===== config.mk =====
export PLATFORM = sky130hd
export DESIGN_NAME = alu_mc
export DESIGN_NICKNAME = d
export VERILOG_FILES = /design/src/rtl/alu_mc.sv
export SDC_FILE = /design/constraint.sdc
export NUM_CORES = 1
export LEC_CHECK = 0
export ABC_AREA = 1
export CAP_MARGIN = 0
export CORE_ASPECT_RATIO = 0.9
export CORE_MARGIN = 5
export CORE_UTILIZATION = 40
export CTS_BUF_LIST = sky130_fd_sc_hd__clkbuf_16
export CTS_CLUSTER_DIAMETER = 50
export DETAILED_ROUTE_END_ITERATION = 8
export SETUP_SLACK_MARGIN = 0.5
export SYNTH_ARGS = -nofsm -noshare
export SYNTH_HDL_FRONTEND = slang
export SYNTH_SLANG_ARGS = --single-unit

===== constraint.sdc =====
create_clock -name clk -period 3.4 [get_ports clk]
set_input_delay 0.34 -clock clk [delete_from_list [all_inputs] [get_ports clk]]
set_output_delay 0.34 -clock clk [all_outputs]
set_load 0.02 [all_outputs]

===== src/rtl/alu_mc.sv =====
// alu_mc: registered execute-stage ALU with valid/ready handshake on both sides.
// Define ALU_MUL_EN to build the iterative shift-add multiplier (MUL/MULH/MULHU).
module alu_mc #(
    parameter int unsigned WIDTH = 32,
    parameter int unsigned RD_W  = 5
) (
    input  logic             clk,
    input  logic             rst,
    input  logic             alu_flush,
    input  logic             alu_in_valid,
    output logic             alu_in_ready,
    input  logic [3:0]       alu_control,
    input  logic [RD_W-1:0]  alu_rd_in,
    input  logic [WIDTH-1:0] alu_sr0,
    input  logic [WIDTH-1:0] alu_sr1,
    output logic             alu_out_valid,
    input  logic             alu_out_ready,
    output logic [RD_W-1:0]  alu_rd_out,
    output logic [WIDTH-1:0] alu_result
);

    localparam int unsigned SHW = $clog2(WIDTH);

    localparam logic [3:0] CTRL_ALU_ADD  = 4'd0;
    localparam logic [3:0] CTRL_ALU_SUB  = 4'd1;
    localparam logic [3:0] CTRL_ALU_SLT  = 4'd2;
    localparam logic [3:0] CTRL_ALU_SLTU = 4'd3;
    localparam logic [3:0] CTRL_ALU_AND  = 4'd4;
    localparam logic [3:0] CTRL_ALU_OR   = 4'd5;
    localparam logic [3:0] CTRL_ALU_NOR  = 4'd6;
    localparam logic [3:0] CTRL_ALU_XOR  = 4'd7;
    localparam logic [3:0] CTRL_ALU_SLL  = 4'd8;
    localparam logic [3:0] CTRL_ALU_SRL  = 4'd9;
    localparam logic [3:0] CTRL_ALU_SRA  = 4'd10;

    typedef enum logic [0:0] {StIdle, StBusy} state_e;

    state_e           state_q, state_d;
    logic             out_valid_q, out_valid_d;
    logic [WIDTH-1:0] result_q, result_d;
    logic [RD_W-1:0]  rd_q, rd_d;

    logic             accept;
    logic             is_mul;
    logic             mul_done;
    logic [WIDTH-1:0] mul_res;
    logic [RD_W-1:0]  mul_rd;
    logic [WIDTH-1:0] single_res;
    logic [SHW-1:0]   shamt;

    assign alu_in_ready  = (state_q == StIdle) && (!out_valid_q || alu_out_ready) && !alu_flush;
    assign accept        = alu_in_valid && alu_in_ready;
    assign alu_out_valid = out_valid_q;
    assign alu_result    = result_q;
    assign alu_rd_out    = rd_q;
    assign shamt         = alu_sr0[SHW-1:0];

    always_comb begin
        single_res = '0;
        case (alu_control)
            CTRL_ALU_ADD:  single_res = alu_sr0 + alu_sr1;
            CTRL_ALU_SUB:  single_res = alu_sr0 - alu_sr1;
            CTRL_ALU_SLT:  single_res = {{(WIDTH-1){1'b0}}, $signed(alu_sr0) < $signed(alu_sr1)};
            CTRL_ALU_SLTU: single_res = {{(WIDTH-1){1'b0}}, alu_sr0 < alu_sr1};
            CTRL_ALU_AND:  single_res = alu_sr0 & alu_sr1;
            CTRL_ALU_OR:   single_res = alu_sr0 | alu_sr1;
            CTRL_ALU_NOR:  single_res = ~(alu_sr0 | alu_sr1);
            CTRL_ALU_XOR:  single_res = alu_sr0 ^ alu_sr1;
            CTRL_ALU_SLL:  single_res = alu_sr1 << shamt;
            CTRL_ALU_SRL:  single_res = alu_sr1 >> shamt;
            CTRL_ALU_SRA:  single_res = $signed(alu_sr1) >>> shamt;
            default:       single_res = '0;
        endcase
    end

`ifdef ALU_MUL_EN
    localparam logic [3:0] CTRL_ALU_MUL   = 4'd11;
    localparam logic [3:0] CTRL_ALU_MULH  = 4'd12;
    localparam logic [3:0] CTRL_ALU_MULHU = 4'd13;

    logic [SHW-1:0]     cnt_q, cnt_d;
    logic [WIDTH-1:0]   mcand_q, mcand_d;
    logic [2*WIDTH-1:0] acc_q, acc_d;
    logic               neg_q, neg_d;
    logic               hi_q, hi_d;
    logic [RD_W-1:0]    mul_rd_q, mul_rd_d;
    logic               is_mulh;
    logic [WIDTH-1:0]   sr0_mag, sr1_mag;
    logic [WIDTH:0]     step_sum;
    logic [2*WIDTH-1:0] acc_step, prod;

    assign is_mul   = (alu_control == CTRL_ALU_MUL) || (alu_control == CTRL_ALU_MULH) ||
                      (alu_control == CTRL_ALU_MULHU);
    assign is_mulh  = (alu_control == CTRL_ALU_MULH);
    assign sr0_mag  = (is_mulh && alu_sr0[WIDTH-1]) ? -alu_sr0 : alu_sr0;
    assign sr1_mag  = (is_mulh && alu_sr1[WIDTH-1]) ? -alu_sr1 : alu_sr1;

    // Multiplier lives in acc low half; each step adds mcand to the high half and shifts right.
    assign step_sum = {1'b0, acc_q[2*WIDTH-1:WIDTH]} + (acc_q[0] ? {1'b0, mcand_q} : '0);
    assign acc_step = {step_sum, acc_q[WIDTH-1:1]};
    assign prod     = neg_q ? -acc_step : acc_step;
    assign mul_res  = hi_q ? prod[2*WIDTH-1:WIDTH] : prod[WIDTH-1:0];
    assign mul_done = (cnt_q == '0);
    assign mul_rd   = mul_rd_q;

    always_comb begin
        cnt_d    = cnt_q;
        mcand_d  = mcand_q;
        acc_d    = acc_q;
        neg_d    = neg_q;
        hi_d     = hi_q;
        mul_rd_d = mul_rd_q;
        if (accept && is_mul) begin
            cnt_d    = SHW'(WIDTH - 1);
            mcand_d  = sr0_mag;
            acc_d    = {{WIDTH{1'b0}}, sr1_mag};
            neg_d    = is_mulh && (alu_sr0[WIDTH-1] ^ alu_sr1[WIDTH-1]);
            hi_d     = (alu_control != CTRL_ALU_MUL);
            mul_rd_d = alu_rd_in;
        end else if (state_q == StBusy) begin
            acc_d = acc_step;
            cnt_d = cnt_q - 1'b1;
        end
    end

    always_ff @(posedge clk) begin
        if (rst) begin
            cnt_q    <= '0;
            mcand_q  <= '0;
            acc_q    <= '0;
            neg_q    <= 1'b0;
            hi_q     <= 1'b0;
            mul_rd_q <= '0;
        end else begin
            cnt_q    <= cnt_d;
            mcand_q  <= mcand_d;
            acc_q    <= acc_d;
            neg_q    <= neg_d;
            hi_q     <= hi_d;
            mul_rd_q <= mul_rd_d;
        end
    end
`else
    assign is_mul   = 1'b0;
    assign mul_done = 1'b0;
    assign mul_res  = '0;
    assign mul_rd   = '0;
`endif

    always_comb begin
        state_d     = state_q;
        out_valid_d = out_valid_q;
        result_d    = result_q;
        rd_d        = rd_q;
        if (out_valid_q && alu_out_ready) begin
            out_valid_d = 1'b0;
        end
        unique case (state_q)
            StIdle: begin
                if (accept) begin
                    if (is_mul) begin
                        state_d = StBusy;
                    end else begin
                        out_valid_d = 1'b1;
                        result_d    = single_res;
                        rd_d        = alu_rd_in;
                    end
                end
            end
            StBusy: begin
                if (mul_done) begin
                    state_d     = StIdle;
                    out_valid_d = 1'b1;
                    result_d    = mul_res;
                    rd_d        = mul_rd;
                end
            end
            default: state_d = StIdle;
        endcase
        // Flush beats a coinciding completion; result/rd are left as they were.
        if (alu_flush) begin
            state_d     = StIdle;
            out_valid_d = 1'b0;
            result_d    = result_q;
            rd_d        = rd_q;
        end
    end

    always_ff @(posedge clk) begin
        if (rst) begin
            state_q     <= StIdle;
            out_valid_q <= 1'b0;
            result_q    <= '0;
            rd_q        <= '0;
        end else begin
            state_q     <= state_d;
            out_valid_q <= out_valid_d;
            result_q    <= result_d;
            rd_q        <= rd_d;
        end
    end

endmodule


==> summary.md, run 1 <==
| Metric | Value |
|---|---|
| Die Area | `32,500 sq um` |
| Crit path capture type | `flop` |
| Synth warn | `0` |
| Final Max Tran Viols | `0` |
| GP Congestion | `1.06` |
| Vias in the first global route | `14,600` |
| Synth Register Bits | `38` |
| Outcome | `finished clean` |
| Port bufs | `116` |
| DR WL/cell | `22.4 microns` |
| CP Data Arrival Time | `3.03 ns` |
| Peak VDD IR | `0.196 mV` |
| Worst hold slack | `0.463 ns` |
| Synth top area cells | `nand2_1 (25%), nand3_1 (18%), ha_1 (10%)` |
| Asr flop ratio synth | `0` |
| Hold Vio Cnt, Final | `0` |
| Register area share after synthesis | `0.0656` |
| Detailed Place HPWL | `51,300 microns` |
| Die Span X | `189 microns` |
| # nets final | `2,584` |
| Row cnt | `59` |
| Initial DRC count | `1,993` |
| Crit-path max cell delay | `0.53 ns` |
| Min cycle time layout | `2.88 ns` |
| Total GRT Usage | `0.364` |
| Worst Path Max Fanout | `7` |
| Worst reg-to-reg path cell count | `6` |
| Tightest Pin Transition | `0.984 ns` |
| CP startpoint kind | `primary input` |
| Antenna violations before repair | `0` |
| Initial core utilization | `0.404` |
| Average cell area after synthesis | `5.07 sq um` |
| Net count of the mapped netlist | `2,463` |
| RSZ-0062 raised after global routing | `yes` |
| Total power density per cell area | `229 nW/um^2` |
| Crit path kind | `primary input to flop` |
| Gate count after technology mapping | `2,286` |
| CP max stage cell | `clkdlybuf4s50_1` |
| Cell Chain, Critical Path | `clkdlybuf4s50_1 -> inv_1 -> ha_2 -> inv_1 -> nand2_1 -> nand2_1 -> inv_1 -> nand2_1 -> nand2_1 -> nand3_1 -> nand2_1 -> nand3_1 -> nand3_1 -> nand2_1 -> o21ai_1 -> a21oi_1` |
| First-pass GRT wire length | `90,100 microns` |
| DRC Markers | `0` |
| # fillers | `3,227` |
| Post-synth EDFFs | `0` |
| Ant diodes | `0` |
| Vias | `16,200` |
| Worst Hold Class | `flop to flop` |
| CTS max path bufs | `2` |
| Share of layout cells above drive strength 1 | `0.0810` |
| Largest net degree at the start of global routing | `71` |
| Core Area | `28,700 sq um` |
| CTS H-tree depth | `2` |
| Fin crit share | `0.846` |
| Io pins | `117` |
| # clock sinks | `38` |
| Detailed-route wire length | `62,100 microns` |
| Max-cap violation count | `0` |
| Hold depth | `2` |
| Pleak | `7.14 nW` |
| Clk root buf | `clkbuf_16` |
| Via density | `5.84` |
| Synth unique cells | `51` |
| Max Freq | `348 MHz` |
| Top FF cell, synth | `dfxtp_1` |
| Later-pin clock latency in the skew report | `0.30 ns` |
| Cell taking the most area after synthesis | `nand2_1` |
| Most frequent CP cell | `nand2_1` |
| CTS tree | `done` |
| Final Setup Violations | `0` |
| Worst EP required | `3.56 ns` |
| Pre-antenna DRT Iters | `9` |
| Num CTS Buffers | `5` |
| Syn Std Cell Area | `11,600 sq um` |
| Final Skew | `0.00766 ns` |
| Gr ovfl total | `0` |
| Overall power | `3.17 mW` |
| Clock Pin Slew Worst Setup and Hold Paths | `0.06 ns` |
| Post-Route Setup TNS | `0 ns` |
| Final ANT Viol Nets | `0` |
| Share of the synthesized area in the top cell type | `0.251` |
| Die Y | `172 microns` |
| Area delta synth->final | `19.1%` |
| Slew Limit Headroom | `0.340` |
==> cells in the mapped netlist, drive strengths merged, types with 22 or more instances <==
library cell,count
nand2,781
nand3,417
inv,300
nor2,175
a21oi,119
o21ai,105
ha,97
buf,78
dfxtp,38
clkbuf,31
nand4,31
nor3,26
o211ai,22
==> layout by cell type, fill, tap and decap left out, types with 5 or more instances in the layout <==
cell,count
nand3b_1,5
and2_1,11
inv_1,283
a221oi_1,6
o21ai_1,14
ha_2,15
a21oi_1,115
o22ai_1,11
buf_4,102
nand2_1,775
nor3_1,21
dfxtp_1,38
nand4_1,31
nor3_2,5
nand2_2,5
inv_2,16
nor2_2,16
o211ai_1,22
ha_1,80
o21bai_1,10
nand3_1,414
nor2_1,154
o21ai_0,89
clkdlybuf4s50_1,109
clkbuf_16,5
==> per-stage QoR <==
stage	instance area [sq um]	cells	worst slack, ns	utilization
5_1_grt	13800	2774	0.462	0.481
3_5_place_dp	13500	2766	0.0588	0.470
3_3_place_gp	13500	2766	0.0560	0.470
4_1_cts	13700	2774	0.509	0.477
6_report	13800	2774	0.523	0.481
2_1_floorplan	11600	2286	0.883	-
==> where the power goes <==
| group | internal [mW] | switching (mW) | total (mW) |
|---|---|---|---|
| sequential | 0.465 | 0.0124 | 0.478 |
| combinational | 0.662 | 1.38 | 2.04 |
| clock | 0.423 | 0.223 | 0.646 |
| total | 1.55 | 1.62 | 3.17 |
==> layer usage <==
layer / wire [microns] / GRT usage / share of wire / vias up
met5: 0 / 0 / 0 / -
met4: 2630 / 0.124 / 0.042 / 0
met3: 6000 / 0.0586 / 0.097 / 149
met2: 27800 / 0.594 / 0.45 / 940
met1: 25700 / 0.491 / 0.41 / 7474
li1: - / - / - / 7638
==> cells by family after synthesis <==
family	synth area share
compound gates	0.137
xor+xnor	0.00227
buf+inv	0.146
fa+ha+maj	0.108
simple gates	0.541
flops	0.0656
==> sequential cells by signal, indices dropped and copies added, names as in the netlist <==
register	count
alu_result	32
alu_rd_out	5
alu_out_valid	1
==> layout make-up <==
cell class | instances | area, sq um | share of cell area
Clock buffer | 5 | 125 | 0.00906
Inverter | 302 | 1140 | 0.0823
Timing Repair Buffer | 223 | 2010 | 0.146
Multi-Input combinational cell | 1837 | 9250 | 0.670
Tap cell | 366 | 458 | 0.0332
Clock inverter | 3 | 68.8 | 0.00498
Sequential cell | 38 | 761 | 0.0551
==> worst paths after layout <==
kind,startpoint,end,slack (ns)
max,alu_sr0[6],alu_result[19]$_SDFFE_PP0P_,0.52
min,alu_result[27]$_SDFFE_PP0P_,alu_result[27]$_SDFFE_PP0P_,0.46
max reg2reg,alu_out_valid$_SDFF_PP0_,alu_result[29]$_SDFFE_PP0P_,1.32
min reg2reg,alu_result[27]$_SDFFE_PP0P_,alu_result[27]$_SDFFE_PP0P_,0.46
==> what timing repair did <==
action                     CTS  global route
resized for setup            8            36
hold buffers                 0             0
setup endpoints to repair    7            25
buffers inserted             0             0
==> critical path, delay by kind of cell <==
family / cells / cell delay, ns
buf+inv: 4 / 0.78
compound gates: 2 / 0.40
fa+ha+maj: 1 / 0.42
simple gates: 9 / 1.09
Note: power is estimated with default switching activity, not from simulation.
==> run 2: changes to the inputs <==
Clock period 3.4 ns to 2.9 ns, I/O delays scaled along.
==> run 2 against run 1 <==
Compared with the run above: final cell count increased by 7.5%; global-route usage is 2.5 points higher; total power grew 37%; clock skew rose by 0.0060 ns; non-clock buffer count grew 206; routed wire length is 6.7% higher; clock power increased by 22%; utilization is 9.4 points higher; sequential share of layout area shrank 0.90 points; clock-buffer cell count unchanged; combinational power increased by 47%; critical path depth increased by 1.
==> summary.md, run 2 (same netlist as run 1, synthesis figures left out) <==
| Metric | Value |
|---|---|
| # fillers | `2,957 (-8.4%)` |
| Reg2Reg Launch Point | `alu_out_valid$_SDFF_PP0_` |
| Worst hold slack | `0.468 ns (+0.00497 ns)` |
| DRC Markers | `0 (unchanged)` |
| Port bufs | `116 (unchanged)` |
| NetSw | `2.16 mW (+33%)` |
| Io pins | `117 (unchanged)` |
| CP Data Arrival Time | `2.54 ns (-0.49 ns)` |
| Slew Limit Headroom | `0.637 (+0.297)` |
| Max-cap violation count | `0 (unchanged)` |
| Largest net degree at the start of global routing | `71 (unchanged)` |
| CTS max path bufs | `2 (unchanged)` |
| Core Area | `28,700 sq um (unchanged)` |
| FF-to-FF setup slack | `1.27 ns (-0.05 ns)` |
| Max Freq | `421 MHz` |
| Clock share of power | `0.182 (-0.022)` |
| Tightest Pin Transition | `0.544 ns (-0.440 ns)` |
| Antenna violations before repair | `2 (+2)` |
| Worst EP required | `3.07 ns (-0.49 ns)` |
| Hold wc startpoint | `alu_result[3]$_SDFFE_PP0P_` |
| Hold Vio Cnt, Final | `0 (unchanged)` |
| Detailed Place HPWL | `54,700 microns (+6.7%)` |
| Most common cell after layout, fill and taps aside | `nand2_1` |
| Vias | `17,200 (+6.0%)` |
| Final Setup Violations | `0 (unchanged)` |
| Outcome | `finished clean` |
| Hold buffer count at cts | `0 (unchanged)` |
| Initial core utilization | `0.404 (unchanged)` |
| Comb pwr share | `0.688 (+0.043)` |
| Largest register FFs | `32 (unchanged)` |
| Non-Filler Instances | `2,981 (+7.5%)` |
| FF/Latch Area | `761 sq um (unchanged)` |
| CTS H-tree depth | `2 (unchanged)` |
| Sw frac | `0.496 (-0.0141)` |
| Worst reg2reg endpoint | `alu_result[1]$_SDFFE_PP0P_` |
| Detailed-route wire length | `66,300 microns (+6.7%)` |
| Die Y | `172 microns (unchanged)` |
| Fin crit share | `0.820` |
| Vias in the first global route | `15,900 (+8.7%)` |
| Clk root buf | `clkbuf_16` |
| Min cycle time layout | `2.38 ns` |
| Final ANT Viol Nets | `0 (unchanged)` |
| GP Congestion | `1.13 (+6.3%)` |
| Hold Crit Endpoint | `alu_result[3]$_SDFFE_PP0P_` |
| Peak VDD IR | `0.274 mV (+40%)` |
| Final Max Tran Viols | `0 (unchanged)` |
| Num CTS Buffers | `5 (unchanged)` |
| Pleak | `8.56 nW (+20%)` |
| Gr ovfl total | `0 (unchanged)` |
| CTS tree | `done` |
| Worst reg-to-reg path cell count | `6 (unchanged)` |
| Pre-antenna DRT Iters | `6 (-3)` |
| Crit path kind | `primary input to flop` |
| Finished Cell Area | `16,500 sq um (+19%)` |
| Initial DRC count | `2,016 (+1.2%)` |
| Clock Pin Slew Worst Setup and Hold Paths | `0.06 ns (about the same)` |
| Later-pin clock latency in the skew report | `0.31 ns (about the same)` |
| Flop pwr share | `0.131 (-0.020)` |
| Row cnt | `59 (unchanged)` |
| DR WL/cell | `22.2 microns (-0.72%)` |
| Total GRT Usage | `0.388 (+0.0246)` |
| Share of layout cells above drive strength 1 | `0.227 (+0.146)` |
| Footprint of the multi-input gates | `10,200 sq um (+11%)` |
| Die Span X | `189 microns (unchanged)` |
| CP startpoint kind | `primary input` |
| Worst Path Max Fanout | `7 (unchanged)` |
| RSZ-0062 raised after global routing | `yes` |
| Most frequent cells in the layout | `nand2_1 (719), nand3_1 (395), buf_4 (293)` |
| Cell Area, Placed | `15,000 sq um (+11%)` |
| Via density | `5.76 (-1.4%)` |
| Crit path capture type | `flop` |
| Worst Hold Class | `flop to flop` |
| Die Area | `32,500 sq um (unchanged)` |
| Total power density per cell area | `263 nW/um^2 (+15%)` |
| Area delta synth->final | `42.4%` |
| # clock sinks | `38 (unchanged)` |
| Placed cell count | `2,947 (+6.5%)` |
| Int Pwr | `2.19 mW (+41%)` |
| Final Skew | `0.0136 ns (+0.00596 ns)` |
| Hold depth | `2 (unchanged)` |
| # nets final | `2,790 (+8.0%)` |
| First-pass GRT wire length | `96,300 microns (+6.9%)` |
-- run 2: cell count changes in the layout (fill, tap and decap cells not counted), moves of 25 or more --
cell / previous run / this run
nand2_1: 775 / 719
nand2_2: 5 / 53
inv_2: 16 / 46
inv_1: 283 / 253
ha_4: 2 / 27
nor2_1: 154 / 114
buf_4: 102 / 293
clkdlybuf4s50_1: 109 / 74
-- run 2: worst max-delay path, cell delays in order --
cell,delay (ns)
clkdlybuf4s50_1,0.53
inv_1,0.10
ha_4,0.34
nand2_2,0.13
nor2_4,0.14
buf_4,0.15
nand2_1,0.10
inv_1,0.08
nand2_1,0.08
nand2_1,0.07
nand2_1,0.04
nand3_1,0.06
nand2_1,0.13
inv_1,0.09
nand2_1,0.07
nand2_1,0.07
a21oi_1,0.05
-- run 2: worst max-delay path by stage --
stage	start	endpoint	slack, ns	cells past startpoint
4_1_cts	alu_sr0[30]	alu_result[30]$_SDFFE_PP0P_	0.49	13
6_report	alu_sr0[15]	alu_result[17]$_SDFFE_PP0P_	0.52	17
3_5_place_dp	alu_sr0[4]	alu_result[10]$_SDFFE_PP0P_	-0.23	15
3_3_place_gp	alu_sr0[4]	alu_result[10]$_SDFFE_PP0P_	-0.25	15
5_1_grt	alu_sr1[14]	alu_result[26]$_SDFFE_PP0P_	0.37	16
2_1_floorplan	alu_sr0[3]	alu_result[17]$_SDFFE_PP0P_	0.51	20
-- run 2: power by group through the flow --
stage	Combinational (mW)	Clock [mW]	Sequential [mW]
CTS	2.69	0.785	0.567
global route	3.18	0.799	0.569
floorplan	1.33	0	0.598
detailed placement	2.57	0	0.579
global placement	2.56	0	0.579
finish	2.99	0.788	0.567
-- run 2: what timing repair did --
item / CTS / global route
gates resized for setup: 132 / 220
setup buffers: 3 / 22
hold endpoints to repair: 0 / 0
endpoints found under the setup margin: 31 / 31
gates cloned: 0 / 0
pin swaps: 10 / 53
-- run 2: layout make-up --
| class | instances | share of cell area |
|---|---|---|
| tap | 366 | 0.0277 |
| clock inverter | 3 | 0.00417 |
| inverter | 302 | 0.0689 |
| timing repair buffer | 429 | 0.226 |
| clock buffer | 5 | 0.00758 |
| multi-input combinational | 1837 | 0.620 |
| antenna | 1 | 0.000152 |
| sequential | 38 | 0.0461 |
-- run 2: routing by layer --
metal	vias to the layer above	GRT usage	share of wire
li1	8050	-	-
met1	7940	0.505	0.39
met2	977	0.634	0.44
met3	202	0.0735	0.11
met4	2	0.165	0.059
met5	-	0	0.00014
-- run 2: through the flow --
stage,setup slack (ns),power (mW),utilization,setup TNS (ns)
after detailed placement,-0.233,3.15,0.521,-1.61
final,0.523,4.34,0.575,0
after floorplan,0.510,1.92,-,0
after global routing,0.369,4.55,0.575,0
after CTS,0.493,4.05,0.546,0
after global placement,-0.250,3.14,0.521,-1.43
==> run 3: changes to the inputs <==
Clock period 2.9 ns to 2.35 ns, I/O delays scaled along.
==> run 3 against run 2 <==
Compared with the run above: routed wire length grew 4.8%; die area is the same; setup slack got worse by 0.19 ns; critical path depth decreased by 5; first-iteration DRC count rose by 18%.
==> summary.md, run 3 (same netlist as run 1, synthesis figures left out) <==
| Metric | Value |
|---|---|
| Crit path capture type | `flop` |
| Total GRT Usage | `0.399 (+0.0104)` |
| Outcome | `finished clean` |
| Final Skew | `0.00803 ns (-0.00559 ns)` |
| Detailed Place HPWL | `54,300 microns (-0.68%)` |
| Worst Path Max Fanout | `6 (-1)` |
| Worst Hold Class | `primary input to flop` |
| Num CTS Buffers | `5 (unchanged)` |
| Pleak | `9.78 nW (+14%)` |
| CTS max path bufs | `2 (unchanged)` |
| Worst EP required | `2.52 ns (-0.55 ns)` |
| Antenna violations before repair | `1 (-1)` |
| Hold Vio Cnt, Final | `0 (unchanged)` |
| # nets final | `2,983 (+6.9%)` |
| Initial DRC count | `2,380 (+18%)` |
| Max-cap violation count | `0 (unchanged)` |
| Fin crit share | `0.856` |
| GP Congestion | `1.06 (-6.5%)` |
| DR WL/cell | `21.9 microns (-1.5%)` |
| Vias in the first global route | `17,400 (+9.3%)` |
| # fillers | `2,583 (-13%)` |
| Most common cell after layout, fill and taps aside | `nand2_1` |
| Peak VDD IR | `0.289 mV (+5.6%)` |
| Min cycle time layout | `2.01 ns` |
| Largest net degree at the start of global routing | `71 (unchanged)` |
| Die Area | `32,500 sq um (unchanged)` |
| Tightest Pin Transition | `0.516 ns (-0.0282 ns)` |
| Detailed-route wire length | `69,500 microns (+4.8%)` |
| CTS H-tree depth | `2 (unchanged)` |
| Largest register FFs | `32 (unchanged)` |
| Vias | `18,500 (+7.6%)` |
| Crit-path max cell delay | `0.29 ns (-0.24 ns)` |
| Later-pin clock latency in the skew report | `0.31 ns (about the same)` |
| Final ANT Viol Nets | `0 (unchanged)` |
| Port bufs | `116 (unchanged)` |
| Crit path kind | `primary input to flop` |
| Max Freq | `497 MHz` |
| Slew Limit Headroom | `0.656 (+0.0188)` |
| Buffers & Inverters on Critical Path | `5 (unchanged)` |
| RSZ-0062 raised after global routing | `yes` |
| Post-Route Setup TNS | `0 ns (unchanged)` |
| Die Span X | `189 microns (unchanged)` |
| Core Area | `28,700 sq um (unchanged)` |
| Clk root buf | `clkbuf_16` |
| Final Setup Violations | `0 (unchanged)` |
| DRC Markers | `0 (unchanged)` |
| Cell family with most CP delay | `buffers and inverters` |
| First-pass GRT wire length | `100,000 microns (+3.9%)` |
| CP max stage cell | `nor3_2` |
| Total power density per cell area | `316 nW/um^2 (+20%)` |
| Area delta synth->final | `68.7%` |
| Clock Pin Slew Worst Setup and Hold Paths | `0.07 ns (about the same)` |
| Pre-antenna DRT Iters | `8 (+2)` |
| Fin worst setup slack | `0.338 ns (-0.185 ns)` |
| # clock sinks | `38 (unchanged)` |
| CP Data Arrival Time | `2.19 ns (-0.35 ns)` |
| Die Y | `172 microns (unchanged)` |
| Initial core utilization | `0.404 (unchanged)` |
| Share of layout cells above drive strength 1 | `0.418 (+0.191)` |
| Most frequent cells in the layout | `nand2_1 (593), buf_4 (454), nand3_1 (361)` |
| Io pins | `117 (unchanged)` |
| Final Max Tran Viols | `0 (unchanged)` |
| CP startpoint kind | `primary input` |
| Dpl ws | `-0.756 ns (-0.524 ns)` |
| Cell Chain, Critical Path | `buf_2 -> inv_1 -> ha_4 -> buf_4 -> inv_1 -> o21ai_0 -> nor3_2 -> buf_4 -> nand2_1 -> nand3b_1 -> o21ai_4 -> a21oi_2` |
| Gr ovfl total | `0 (unchanged)` |
| Row cnt | `59 (unchanged)` |
| Via density | `5.82 (+1.1%)` |
| CTS tree | `done` |
run 3: cell count changes in the layout (fill, tap and decap cells not counted), moves of 23 or more:
cell             before  now
buf_4               293  454
nand2_1             719  593
nand2_2              53  141
inv_1               253  188
inv_2                46   88
buf_6                 7   45
nand2_4               9   46
nor2_1              114   78
nand3_1             395  361
a21oi_1              99   67
nand3_2              17   45
clkdlybuf4s50_1      74   48
nor2_4               23   49
dlymetal6s2s_1       24    1
run 3: cell type report:
type                            count  area [sq um]  area share
Clock inverter                      3          68.8     0.00352
Tap cell                          366           458      0.0234
Timing Repair Buffer              622          5240       0.268
Inverter                          302          1220      0.0623
Multi-Input combinational cell   1837         11700       0.598
Clock buffer                        5           125     0.00640
Antenna cell                        1          2.50    0.000128
Sequential cell                    38           761      0.0389
run 3: path summary, 6_finish.rpt:
check / start / endpoint / slack (ns) / cells after the start
setup reg to reg: alu_out_valid$_SDFF_PP0_ / alu_result[20]$_SDFFE_PP0P_ / 0.98 / 5
hold / removal: alu_control[2] / alu_result[0]$_SDFFE_PP0P_ / 0.45 / 6
setup / recovery: alu_sr1[22] / alu_result[22]$_SDFFE_PP0P_ / 0.34 / 12
hold reg to reg: alu_result[3]$_SDFFE_PP0P_ / alu_result[3]$_SDFFE_PP0P_ / 0.47 / 2
run 3: repair_timing:
action,CTS,global route
gates cloned,1,1
gates resized for setup,714,302
pin swaps,181,139
setup buffers,54,19
endpoints found under the hold margin,0,0
hold buffers,0,0
endpoints found under the setup margin,32,32
run 3: per-stage QoR:
step                total power [mW]  hold slack [ns]   util  std cells  area [sq um]
finish                          6.17            0.448  0.681       3174         19600
global route                    6.43            0.484  0.681       3173         19600
CTS                             5.67            0.469  0.642       3153         18400
detailed placement              4.13            0.458  0.566       3090         16300
global placement                4.11            0.451  0.566       3090         16300
floorplan                       2.46            0.314      -       2286         11900
run 3: report_power, final:
group	leakage, nW	switching (mW)	total, mW	internal, mW
registers	0.309	0.0200	0.693	0.673
clock network	0.0940	0.354	0.967	0.613
logic	9.37	2.64	4.51	1.87
run 3: per-layer routing:
metal  part of all wire  global-route usage  routed length, microns
met4              0.063               0.192                    4350
met1               0.39               0.516                   26900
met5                  0                   0                       0
met2               0.44               0.646                   30700
met3               0.11              0.0720                    7490
run 3: worst min-delay path: stages:
cell and delay (ns):
clkbuf_2 0.14, nor3_1 0.08, nand3_1 0.07, nand2_1 0.06
nand2_1 0.06, a21oi_1 0.05
